<file path="config.mk">
export PLATFORM = sky130hd
export DESIGN_NAME = multi_pulse_gen_flat
export DESIGN_NICKNAME = d
export VERILOG_FILES = /design/src/rtl/multi_pulse_gen_pkg.sv /design/src/rtl/multi_pulse_gen_if.sv /design/src/rtl/multi_pulse_gen_ch.sv /design/src/rtl/multi_pulse_gen.sv /design/src/flat_wrapper.sv
export SDC_FILE = /design/constraint.sdc
export NUM_CORES = 1
export LEC_CHECK = 0
export ABC_AREA = 0
export ABC_CLOCK_PERIOD_IN_PS = 3400
export CORE_ASPECT_RATIO = 1.4
export CORE_MARGIN = 10
export CORE_UTILIZATION = 43
export DETAILED_ROUTE_END_ITERATION = 8
export SYNTH_ARGS = -nofsm -noshare
export SYNTH_HDL_FRONTEND = slang
export SYNTH_HIERARCHICAL = 1
export SYNTH_SLANG_ARGS = --single-unit
</file>
<file path="constraint.sdc">
create_clock -name CLK -period 3.4 [get_ports CLK]
set_clock_uncertainty 0.1 [all_clocks]
set_input_delay 0.85 -clock CLK [delete_from_list [all_inputs] [get_ports CLK]]
set_output_delay 0.85 -clock CLK [all_outputs]
set_load 0.005 [all_outputs]
</file>
<file path="src/rtl/multi_pulse_gen_pkg.sv">
// Shared types and constants for the multi-channel level-to-pulse converter.
// Optional overrun flags are built when MULTI_PULSE_GEN_OVERRUN_EN is defined.
package multi_pulse_gen_pkg;

    localparam int SYNC_STAGES_MIN = 1;
    localparam int SYNC_STAGES_MAX = 4;

    typedef enum logic [1:0] {
        EDGE_RISE = 2'b00,
        EDGE_FALL = 2'b01,
        EDGE_BOTH = 2'b10,
        EDGE_OFF  = 2'b11
    } edge_mode_e;

    typedef enum logic {
        IDLE   = 1'b0,
        ACTIVE = 1'b1
    } ch_state_e;

    function automatic logic edge_hit(
        input logic [1:0] mode,
        input logic       cur,
        input logic       prev
    );
        logic hit;
        hit = 1'b0;
        unique case (1'b1)
            (mode == EDGE_RISE): hit = cur & ~prev;
            (mode == EDGE_FALL): hit = ~cur & prev;
            (mode == EDGE_BOTH): hit = cur ^ prev;
            (mode == EDGE_OFF):  hit = 1'b0;
        endcase
        return hit;
    endfunction

endpackage

</file>
<file path="src/rtl/multi_pulse_gen_if.sv">
// Level-in / pulse-out bundle for multi_pulse_gen.
// OVERRUN/OVR_CLR exist only when MULTI_PULSE_GEN_OVERRUN_EN is defined.
interface multi_pulse_gen_if #(
    parameter int CH_NUM      = 4,
    parameter int PULSE_LEN_W = 4
);
    logic [CH_NUM-1:0]      LVL_SIG;
    logic [1:0]             EDGE_MODE;
    logic [PULSE_LEN_W-1:0] PULSE_LEN;
    logic [CH_NUM-1:0]      PULSE_SIG;
    logic [CH_NUM-1:0]      BUSY;
`ifdef MULTI_PULSE_GEN_OVERRUN_EN
    logic [CH_NUM-1:0]      OVERRUN;
    logic [CH_NUM-1:0]      OVR_CLR;

    modport master (
        output LVL_SIG, EDGE_MODE, PULSE_LEN, OVR_CLR,
        input  PULSE_SIG, BUSY, OVERRUN
    );
    modport slave (
        input  LVL_SIG, EDGE_MODE, PULSE_LEN, OVR_CLR,
        output PULSE_SIG, BUSY, OVERRUN
    );
`else
    modport master (
        output LVL_SIG, EDGE_MODE, PULSE_LEN,
        input  PULSE_SIG, BUSY
    );
    modport slave (
        input  LVL_SIG, EDGE_MODE, PULSE_LEN,
        output PULSE_SIG, BUSY
    );
`endif
endinterface

</file>
<file path="src/rtl/multi_pulse_gen_ch.sv">
// One channel: synchroniser, edge history, edge detect, pulse FSM and counter.
// Sticky overrun flag is built when MULTI_PULSE_GEN_OVERRUN_EN is defined.
module pulse_gen_ch
    import multi_pulse_gen_pkg::*;
#(
    parameter int SYNC_STAGES = 2,
    parameter int PULSE_LEN_W = 4
) (
    input  logic                   CLK,
    input  logic                   RST,
    input  logic                   lvl,
    input  logic [1:0]             edge_mode,
    input  logic [PULSE_LEN_W-1:0] pulse_len,
`ifdef MULTI_PULSE_GEN_OVERRUN_EN
    input  logic                   ovr_clr,
    output logic                   overrun,
`endif
    output logic                   pulse,
    output logic                   busy
);

    logic [SYNC_STAGES-1:0] sync;
    logic                   hist;
    ch_state_e              state;
    logic [PULSE_LEN_W-1:0] cnt;
    logic                   pulse_q;
    logic                   hit;
    logic [PULSE_LEN_W-1:0] load_val;

    assign hit      = edge_hit(edge_mode, sync[SYNC_STAGES-1], hist);
    // A length of zero still yields a one-cycle strobe.
    assign load_val = (pulse_len == '0) ? '0
                    : pulse_len - PULSE_LEN_W'(1);

    always_ff @(posedge CLK) begin
        if (RST) begin
            sync    <= '0;
            hist    <= 1'b0;
            state   <= IDLE;
            cnt     <= '0;
            pulse_q <= 1'b0;
        end else begin
            sync[0] <= lvl;
            for (int i = 1; i < SYNC_STAGES; i++) begin
                sync[i] <= sync[i-1];
            end
            hist <= sync[SYNC_STAGES-1];
            unique case (state)
                IDLE: begin
                    if (hit) begin
                        state   <= ACTIVE;
                        cnt     <= load_val;
                        pulse_q <= 1'b1;
                    end
                end
                ACTIVE: begin
                    if (cnt == '0) begin
                        state   <= IDLE;
                        pulse_q <= 1'b0;
                    end else begin
                        cnt <= cnt - PULSE_LEN_W'(1);
                    end
                end
            endcase
        end
    end

    assign pulse = pulse_q;
    assign busy  = pulse_q;

`ifdef MULTI_PULSE_GEN_OVERRUN_EN
    logic ovr_q;

    // Set has priority over a same-cycle clear.
    always_ff @(posedge CLK) begin
        if (RST) begin
            ovr_q <= 1'b0;
        end else if (hit && (state == ACTIVE)) begin
            ovr_q <= 1'b1;
        end else if (ovr_clr) begin
            ovr_q <= 1'b0;
        end
    end

    assign overrun = ovr_q;
`endif

endmodule

</file>
<file path="src/rtl/multi_pulse_gen.sv">
// Multi-channel level-to-pulse converter; CH_NUM independent pulse_gen_ch copies.
// Build with MULTI_PULSE_GEN_OVERRUN_EN for per-channel sticky overrun flags.
module multi_pulse_gen
    import multi_pulse_gen_pkg::*;
#(
    parameter int CH_NUM      = 4,
    parameter int SYNC_STAGES = 2,
    parameter int PULSE_LEN_W = 4
) (
    input logic              CLK,
    input logic              RST,
    multi_pulse_gen_if.slave bus
);

    if (SYNC_STAGES < SYNC_STAGES_MIN || SYNC_STAGES > SYNC_STAGES_MAX) begin : g_bad_sync
        $error("SYNC_STAGES out of range");
    end

    logic [CH_NUM-1:0] pulse_w;
    logic [CH_NUM-1:0] busy_w;
`ifdef MULTI_PULSE_GEN_OVERRUN_EN
    logic [CH_NUM-1:0] ovr_w;
`endif

    for (genvar g = 0; g < CH_NUM; g++) begin : g_ch
        pulse_gen_ch #(
            .SYNC_STAGES (SYNC_STAGES),
            .PULSE_LEN_W (PULSE_LEN_W)
        ) u_ch (
            .CLK       (CLK),
            .RST       (RST),
            .lvl       (bus.LVL_SIG[g]),
            .edge_mode (bus.EDGE_MODE),
            .pulse_len (bus.PULSE_LEN),
`ifdef MULTI_PULSE_GEN_OVERRUN_EN
            .ovr_clr   (bus.OVR_CLR[g]),
            .overrun   (ovr_w[g]),
`endif
            .pulse     (pulse_w[g]),
            .busy      (busy_w[g])
        );
    end

    assign bus.PULSE_SIG = pulse_w;
    assign bus.BUSY      = busy_w;
`ifdef MULTI_PULSE_GEN_OVERRUN_EN
    assign bus.OVERRUN   = ovr_w;
`endif

endmodule

</file>
<file path="src/flat_wrapper.sv">
// flat-port wrapper written by rule: the top's interface ports become plain ports
module multi_pulse_gen_flat import multi_pulse_gen_pkg::*;
#(
    parameter int CH_NUM      = 4,
    parameter int SYNC_STAGES = 2,
    parameter int PULSE_LEN_W = 4
)
  (CLK, RST, bus_LVL_SIG, bus_EDGE_MODE, bus_PULSE_LEN, bus_PULSE_SIG, bus_BUSY);
  multi_pulse_gen_if #(.CH_NUM(CH_NUM), .PULSE_LEN_W(PULSE_LEN_W)) bus_i ();
  input logic CLK;
  input logic RST;
  input wire logic [$bits(bus_i.LVL_SIG)-1:0] bus_LVL_SIG;
  input wire logic [$bits(bus_i.EDGE_MODE)-1:0] bus_EDGE_MODE;
  input wire logic [$bits(bus_i.PULSE_LEN)-1:0] bus_PULSE_LEN;
  output wire logic [$bits(bus_i.PULSE_SIG)-1:0] bus_PULSE_SIG;
  output wire logic [$bits(bus_i.BUSY)-1:0] bus_BUSY;
  assign bus_i.LVL_SIG = bus_LVL_SIG;
  assign bus_i.EDGE_MODE = bus_EDGE_MODE;
  assign bus_i.PULSE_LEN = bus_PULSE_LEN;
  assign bus_PULSE_SIG = bus_i.PULSE_SIG;
  assign bus_BUSY = bus_i.BUSY;
  multi_pulse_gen #(.CH_NUM(CH_NUM), .SYNC_STAGES(SYNC_STAGES), .PULSE_LEN_W(PULSE_LEN_W)) u_core (.CLK(CLK), .RST(RST), .bus(bus_i));
endmodule
</file>
==> run_results.csv <==
group,metric,value,unit
run_status,run_status,"finished clean",
critical_path,cp.arrival,2.64,ns
logic_synthesis,synth.distinct_cells,31,
placement,placedCellCount,334,
detailed_routing,wl,4820,µm
clocking,clk_pin_slew_worst_paths,0.08,ns
power,power.share.sequential,44.5,%
critical_path,cp-start-kind,"primary input",
logic_synthesis,ys_seq_area_share,31.0,%
detailed_routing,vias_per_cell,5.56,
logic_synthesis,synth_warnings,6,
placement,dp_hpwl,3510,µm
clocking,ctsHoldBuffers,0,
detailed_routing,wl_per_cell,14.1,µm
logic_synthesis,synth_flop_cell,"dfxtp_1",
detailed_routing,drtAntennaViolNets,0,
sta,tightestPinTransition,0.652,ns
sta,rsz0062_at_grt,"no",
power,swShare,27.6,%
detailed_routing,drtPass1Iterations,4,
global_routing,antenna_found_initial,0,
logic_synthesis,postSynth.asyncResetShare,0,%
logic_synthesis,syn_area,0.00233,mm²
clocking,clkSinkCount,36,
global_routing,grt_max_degree,45,
critical_path,rrSetupSlack,1.62,ns
global_routing,gr-usage-met3,2.51,%
hold_path,min_path_type,"flip-flop to flip-flop",
logic_synthesis,synth_fp_nets,288,
clocking,post_cts_resize_count,0,
cells_and_area,layout.nets,303,
floorplan,initial_core_util,44.8,%
critical_path,crit_path_end_kind,"flip-flop",
power,combPwrFrac,19.7,%
floorplan,num_rows,31,
run,cap_viol_max_count,0,
global_routing,track_usage,11.9,%
sta,fmax,392,MHz
cells_and_area,diodes,0,
critical_path,critPathRequiredTime,3.49,ns
placement,finalWeightedCongestion,0.774,
clocking,postCtsSetupRepairBufs,0,
critical_path,cpPeakStageDelay,0.80,ns
global_routing,grt_pass1_vias,1918,
power,p_sw,0.291,mW
logic_synthesis,avgSynthCellArea,8.95,µm²
clocking,cts_htree_levels,2,
critical_path,worst-r2r-cell-count,6,
critical_path,slowest_stage,"clkdlybuf4s50_1",
power,ir_drop,0.000238,V
global_routing,grtUsageMet2,19.7,%
floorplan,core,0.00520,mm²
hold_path,hold_depth,1,
sta,post-route-min-period,2.55,ns
power,total_power,1.05,mW
critical_path,worstPathMaxFanout,8,
sta,setup_violations,0,
sta,min_period_over_period,75.1,%
sta,slew_headroom,56.4,%
global_routing,grt_busiest_layer,"met2",
floorplan,dieArea,0.00880,mm²
global_routing,grt_pass1_wl,8630,µm
clocking,cts_tree,"done",
sta,tns,0,ns
sta,hold_violations,0,
floorplan,die_x,82.2,µm
critical_path,path_class,"primary input to flip-flop",
detailed_routing,route.detailed.drc,0,
floorplan,die_h,107,µm
power,p_leak,0.963,nW
cells_and_area,syn_to_final_growth,13.9,%
detailed_routing,drtIter0Drc,88,
placement,port_buffers,19,
clocking,cts_buffer_depth,2,
sta,whs,0.339,ns
placement,placedInstanceArea,0.00254,mm²
detailed_routing,dr_total_vias,1902,
cells_and_area,fill_cells,520,
critical_path,cp.depth,5,
power,p_clk_share,35.8,%
power,power.internal,0.762,mW
cells_and_area,final-instance-count-excl-fill,342,
critical_path,worstPathCellList,"clkdlybuf4s50_1 > mux2_4 > a21oi_1 > nor4_1 > a211o_1",
critical_path,critical_path.top_delay_family,"buffers and inverters",
cells_and_area,layout-drive-gt1-share,13.0,%
floorplan,pin_count,20,
cells_and_area,fin_area,0.00265,mm²
logic_synthesis,synth_seq_cells,36,
global_routing,grt_overflow,0,
power,power_density,397,mW/mm²
clocking,cts_buffers,5,
critical_path,cp.buffers_inverters,1,
clocking,insertion_delay,0.29,ns
sta,final_max_slew_viol_count,0,
logic_synthesis,syn_inst,260,
clocking,cts_root_buffer,"clkbuf_8",
global_routing,met1_usage,14.3,%
logic_synthesis,synth-edff-count,0,
==> layout by cell type (no fill, tap or decap), drive strengths merged <==
| cell | count |
|---|---|
| a211o | 8 |
| a211oi | 4 |
| a21oi | 20 |
| a2bb2oi | 4 |
| buf | 1 |
| bufinv | 1 |
| clkbuf | 6 |
| clkdlybuf4s50 | 19 |
| clkinv | 1 |
| dfxtp | 36 |
| ha | 16 |
| inv | 24 |
| mux2 | 4 |
| nand2 | 8 |
| nand2b | 4 |
| nand4 | 8 |
| nand4bb | 4 |
| nor2 | 16 |
| nor2b | 20 |
| nor3 | 12 |
| nor3b | 4 |
| nor4 | 8 |
| nor4b | 8 |
| o211a | 4 |
| o211ai | 8 |
| o21ai | 20 |
| o31ai | 4 |
| or2 | 4 |
==> synth_stat cells (8+ instances only) <==
cell type | number | area [µm²]
a21oi_1 | 16 | 80.1
dfxtp_1 | 36 | 721
ha_1 | 16 | 200
inv_1 | 24 | 90.1
nand2_1 | 8 | 30.0
nand4_1 | 8 | 50.1
nor2_1 | 16 | 60.1
nor2b_1 | 20 | 125
nor3_1 | 12 | 60.1
nor4_1 | 8 | 50.1
nor4b_1 | 8 | 70.1
o21ai_1 | 12 | 60.1
==> routing by layer <==
| layer | share of wire [%] | wire [µm] |
|---|---|---|
| met1 | 45 | 2180 |
| met3 | 2.1 | 100 |
| met5 | 0 | 0 |
| met2 | 51 | 2480 |
| met4 | 1.3 | 62 |
==> path summary, 6_finish.rpt <==
kind / startpoint / endpoint
hold / removal: u_core/g_ch[3].u_ch/sync[0] / u_core/g_ch[3].u_ch/sync[1]
setup reg to reg: u_core/g_ch[1].u_ch/sync[1] / u_core/g_ch[1].u_ch/cnt[2]
setup / recovery: bus_EDGE_MODE[0] / u_core/g_ch[0].u_ch/cnt[2]
hold reg to reg: u_core/g_ch[3].u_ch/sync[0] / u_core/g_ch[3].u_ch/sync[1]
==> cell families (layout without fill, tap and decap cells) <==
| family | count (synthesis) | in the layout | synth area share (%) |
|---|---|---|---|
| AOI/OAI and AO/OA | 72 | 72 | 25.8 |
| adders and majority gates | 16 | 16 | 8.60 |
| buffers and inverters | 36 | 52 | 6.67 |
| DFF | 36 | 36 | 31.0 |
| muxes | 4 | 4 | 2.58 |
| and+or+nand+nor | 96 | 96 | 25.4 |
==> per-stage QoR <==
stage               utilization, %  setup WS [ns]
floorplan                        -           1.50
global placement              48.9          0.552
detailed placement            48.9          0.541
CTS                           51.0          0.843
global route                  51.0          0.783
finish                        51.0          0.847
==> worst reg2reg max path, cell delays in order, from the launching register on <==
cell and delay, ns:
dfxtp_1 0.35, inv_1 0.07, ha_1 0.30, nor3b_2 0.34, a211o_4 0.19, o21ai_2 0.05
a211o_1 0.28
==> flip-flops by register name, indices dropped and copies added (netlist names) <==
| signal | cells |
|---|---|
| u_core/g_ch.u_ch/busy | 4 |
| u_core/g_ch.u_ch/cnt | 16 |
| u_core/g_ch.u_ch/hist | 4 |
| u_core/g_ch.u_ch/state | 4 |
| u_core/g_ch.u_ch/sync | 8 |
==> power by group through the flow <==
stage	Clock [mW]	Combinational (mW)	Sequential, mW
after floorplan	0	0.157	0.466
after global placement	0	0.208	0.478
after detailed placement	0	0.209	0.478
after CTS	0.388	0.210	0.468
after global routing	0.404	0.235	0.472
final	0.377	0.208	0.468
==> layout make-up <==
type	count	area (µm²)	area share [%]
clock inverter	2	35.0	1.32
sequential	36	721	27.2
tap	66	82.6	3.12
timing repair buffer	20	198	7.46
clock buffer	6	72.6	2.74
multi-input combinational	188	1450	54.8
inverter	24	90.1	3.40
No activity file was read; power rests on OpenSTA's default activity.
